===== config.mk =====
export PLATFORM = sky130hd
export DESIGN_NAME = module_tx_shift_reg_spi
export DESIGN_NICKNAME = d
export VERILOG_FILES = /design/src/rtl/module_tx_shift_reg_spi_pkg.sv /design/src/rtl/module_tx_shift_reg_spi.sv
export SDC_FILE = /design/constraint.sdc
export NUM_CORES = 1
export LEC_CHECK = 0
export CAP_MARGIN = 20
export CORE_AREA = 2 2 39 41
export CTS_CLUSTER_SIZE = 20
export DETAILED_ROUTE_END_ITERATION = 16
export DIE_AREA = 0 0 41 43
export PLACE_DENSITY = 0.63
export SYNTH_ARGS = -nofsm -noshare
export SYNTH_HDL_FRONTEND = slang
export SYNTH_SLANG_ARGS = --single-unit

===== constraint.sdc =====
create_clock -name clk_i -period 0.9 [get_ports clk_i]
set_input_delay 0.135 -clock clk_i [delete_from_list [all_inputs] [get_ports clk_i]]
set_output_delay 0.135 -clock clk_i [all_outputs]
set_load 0.01 [all_outputs]

===== src/rtl/module_tx_shift_reg_spi_pkg.sv =====
// Shared SPI constants used across the SPI datapath blocks.
// Holds only values that all SPI blocks agree on.
package module_tx_shift_reg_spi_pkg;

  localparam int SPI_DATA_WIDTH = 8;

endpackage


===== src/rtl/module_tx_shift_reg_spi.sv =====
// SPI transmit shift register: parallel load, serial output on data_o.
// The external controller owns bit counting, framing and chip-select.
module module_tx_shift_reg_spi
  import module_tx_shift_reg_spi_pkg::*;
#(
  parameter int DATA_WIDTH = SPI_DATA_WIDTH,
  parameter bit MSB_FIRST  = 1'b1
) (
  input  logic                  clk_i,
  input  logic                  rst_i,
  input  logic                  load_en_i,
  input  logic                  shift_en_i,
  input  logic [DATA_WIDTH-1:0] data_i,
  output logic                  data_o
);

  logic [DATA_WIDTH-1:0] shift_q;
  logic [DATA_WIDTH-1:0] shift_d;
  logic [DATA_WIDTH-1:0] shifted;

  // Zero-fill on the far end so an over-shifted register drains to 0.
  assign shifted = MSB_FIRST ? {shift_q[DATA_WIDTH-2:0], 1'b0}
                             : {1'b0, shift_q[DATA_WIDTH-1:1]};

  always_comb begin
    shift_d = shift_q;
    if (load_en_i) begin
      shift_d = data_i;
    end else if (shift_en_i) begin
      shift_d = shifted;
    end
  end

  always_ff @(posedge clk_i or negedge rst_i) begin
    if (!rst_i) begin
      shift_q <= '0;
    end else begin
      shift_q <= shift_d;
    end
  end

  assign data_o = MSB_FIRST ? shift_q[DATA_WIDTH-1] : shift_q[0];

endmodule


Word level (Yosys, flattened, before mapping)
Index checks and enable logic that the tools add are counted.
- register bits after elaboration: 8
- bits in latches: 0
- memory bits (writable): 0
- bits in read-only memories: 0
- output and inout bits: 1
- memories: 0
- add/sub/neg operators: 0
- multipliers: 0
- div/mod/pow operators: 0
- magnitude comparators: 0
- equality and inequality tests: 0
- shifts and indexed selects: 0
- muxes and demuxes: 2
- bitwise gates (word level): 0
- reduce and logical (&&, ||, !) cells: 1
- operator list (cell ; count):
    two-way mux 8 bit ; 2
    nonzero test 2 bit ; 1

Longest topological paths before layout
- depth in word-level cells: 2
- mapped depth: 3
- depth with buffers taken out: 2

Worst setup path after synthesis
No wires, ideal clock.
- path kind: reg2reg
- start point: reg shift_q[7] (netlist name)
- end point: reg shift_q[7]
- setup time: 0.121 ns
- arrival time: 0.575 ns
- slack: 0.204 ns
- stages on the path, launching flop included: 3
- path buffers: 0
- period minus slack after synthesis: 0.696 ns
- cells stage by stage: dfrtp_1 > mux2i_1 > o21ai_1
- RTL lines (what ; RTL line ; source):
    end signal, assigned ; module_tx_shift_reg_spi.sv:38 ; shift_q <= shift_d;
    end, declared ; module_tx_shift_reg_spi.sv:17 ; logic [DATA_WIDTH-1:0] shift_q;

Final worst setup path
- start point: reg shift_q[7]
- end point: out data_o
- RTL lines (what ; RTL line ; source):
    end, declared ; module_tx_shift_reg_spi.sv:14 ; output logic data_o
No word-level cell between the ends.

==> results.cfg <==
[sta]
hold_viol_final = 0
timing.final.crit_share_pct = 98.4
fin_skew_ns = 0.000898
worst_pin_slew_ns = 0.346
setup_ws_ns = 0.0144
rsz0062_at_grt = true
min_period_ns = 0.886
fmax_mhz = 1130
slew_headroom_pct = 76.9
setup_viol = 0
setup_tns_ns = 0
drv_slew = 0

[finish]
nets = 66
final_layout_size_suffix_gt1_share_pct = 17.3
largest_reg_flops = 8
antennaDiodeCount = 0
most-common-layout-cells = clkdlybuf4s50_1, nand2_1, dfrtp_1
regMostFlops = shift_q
final_common_cell = clkdlybuf4s50_1
synthToLayoutAreaGrowth_pct = 47.5
top_regs = shift_q x8
design_area_um2 = 544

[power]
total_leakage_power_nw = 0.256
swShare_pct = 22.7
seqPwrFrac_pct = 50.1
p_clk_share_pct = 31.5
ir_drop_v = 0.000734
pwr_density_cell_mw_per_mm2 = 1520
fin_total_pwr_uw = 828
switching_power_uw = 188
internal_power_uw = 639
p_comb_share_pct = 18.4

[logic_synthesis]
syn_inst = 34
synth_cell_types = 7
synth_area_um2 = 369
syn_nets = 46
yosysWarnings = 0
synth-seq-cells = 8
seq_area_frac_synth_pct = 54.2
syn_area_per_cell_um2 = 10.9

[global_routing]
grt_pass1_vias = 301
grt_max_degree = 11
grt_pass1_wl_um = 1310
globalRouteTotalUtil_pct = 11.3
grt_overflow = 0
antenna_found_initial = 0

[critical_path]
end_kind = output port
path_buf_inv = 1
crit_slowest_cell = dfrtp_1
crit_family = flip-flops
crit_start = shift_q[7]
r2r_start = shift_q[0]
cp_cell_sequence = buf_2
crit_type = reg -> out
path_max_fanout = 2
critPathMaxStageDelay_ns = 0.37
critPathArrivalTime_ns = 0.75
cp.required_ns = 0.76
worstSetupStartpointType = flip-flop

[clock_tree]
clkLatencyLatePin_ns = 0.24
cts_hold_buffers = 0
path_clk_slew_ns = 0.05
cts_root_buf = clkbuf_4
numCtsBuffers = 3
numClockSinks = 8
clockBufferDepth = 2
cts_tree = done
htree_levels = 1

[detailed_routing]
via_per_inst = 4.18
drtAntennaViolNets = 0
routed_wl_um = 746
wl_per_cell_um = 11.0
drt_iter0_markers = 3
drt_pass1_iterations = 2
drc = 0
vias = 284

[floorplan]
fp.coreArea_mm2 = 0.00138
dieArea_mm2 = 0.00176
io_pins = 13
die_w_um = 41
start_util_pct = 26.7
die_y_um = 43
num_rows = 14

[place]
portBuffers = 12
hpwl_um = 541
place_area_um2 = 517
place_congestion = 0.738
pre_cts_slack_ns = -0.279

[worst_hold_path]
hp-class = in -> async

[flow_run]
drv_cap = 0

[run_status]
outcome = completed
[routing by layer]
| layer | part of all wire (%) | vias to the layer above | track usage (%) |
|---|---|---|---|
| met5 | 0 | - | 0 |
| met4 | 0 | 0 | 4.00 |
| met3 | 7.9 | 0 | 6.81 |
| met2 | 46 | 9 | 14.1 |
| met1 | 46 | 122 | 15.7 |
| li1 | - | 153 | - |
[Yosys cell counts]
library cell | n | area [µm²]
buf_6 | 2 | 22.5
dfrtp_1 | 8 | 200
nand2b_1 | 1 | 6.26
o21ai_1 | 7 | 35.0
mux2i_1 | 7 | 70.1
nand2_1 | 8 | 30.0
o21ai_0 | 1 | 5.00
[kinds of logic after synthesis]
logic type / share of synthesized area (%)
AO/OA/AOI/OAI: 10.8
buffers and inverters: 6.10
flip-flops: 54.2
multiplexers: 19.0
AND/OR/NAND/NOR: 9.83
[stage by stage]
step | instances | utilization [%] | hold slack (ns)
floorplan | 34 | - | -0.161
global placement | 64 | 37.3 | 0.439
detailed placement | 64 | 37.3 | 0.431
CTS | 68 | 39.3 | 0.166
global route | 68 | 39.3 | 0.177
finish | 68 | 39.3 | 0.161
[final timing paths]
check / end / slack (ns) / cells past startpoint
max reg2reg: shift_q[1] / 0.16 / 2
min in group clk_i: shift_q[7] / 0.43 / 3
max in group asynchronous: shift_q[3] / 0.49 / 1
min reg2reg: shift_q[7] / 0.55 / 2
max: data_o / 0.01 / 1
min: shift_q[5] / 0.16 / 1
[cell type report]
class / instances / area, µm²
multi-input combinational: 24 / 146
sequential: 8 / 200
clock buffer: 3 / 22.5
tap: 16 / 20.0
fill: 154 / 840
timing repair buffer: 17 / 155
[power by group through the flow]
stage	logic, mW	clock network (mW)	registers, mW
2_1_floorplan	0.0705	0	0.417
3_3_place_gp	0.153	0	0.419
3_5_place_dp	0.154	0	0.420
4_1_cts	0.154	0.275	0.413
5_1_grt	0.170	0.300	0.419
6_report	0.152	0.260	0.415
[what timing repair did]
item                       in CTS  in global routing
gates resized for setup         6                  0
setup endpoints to repair       4                  1
buffers inserted                1                  0
(Power assumes the default switching activity.)
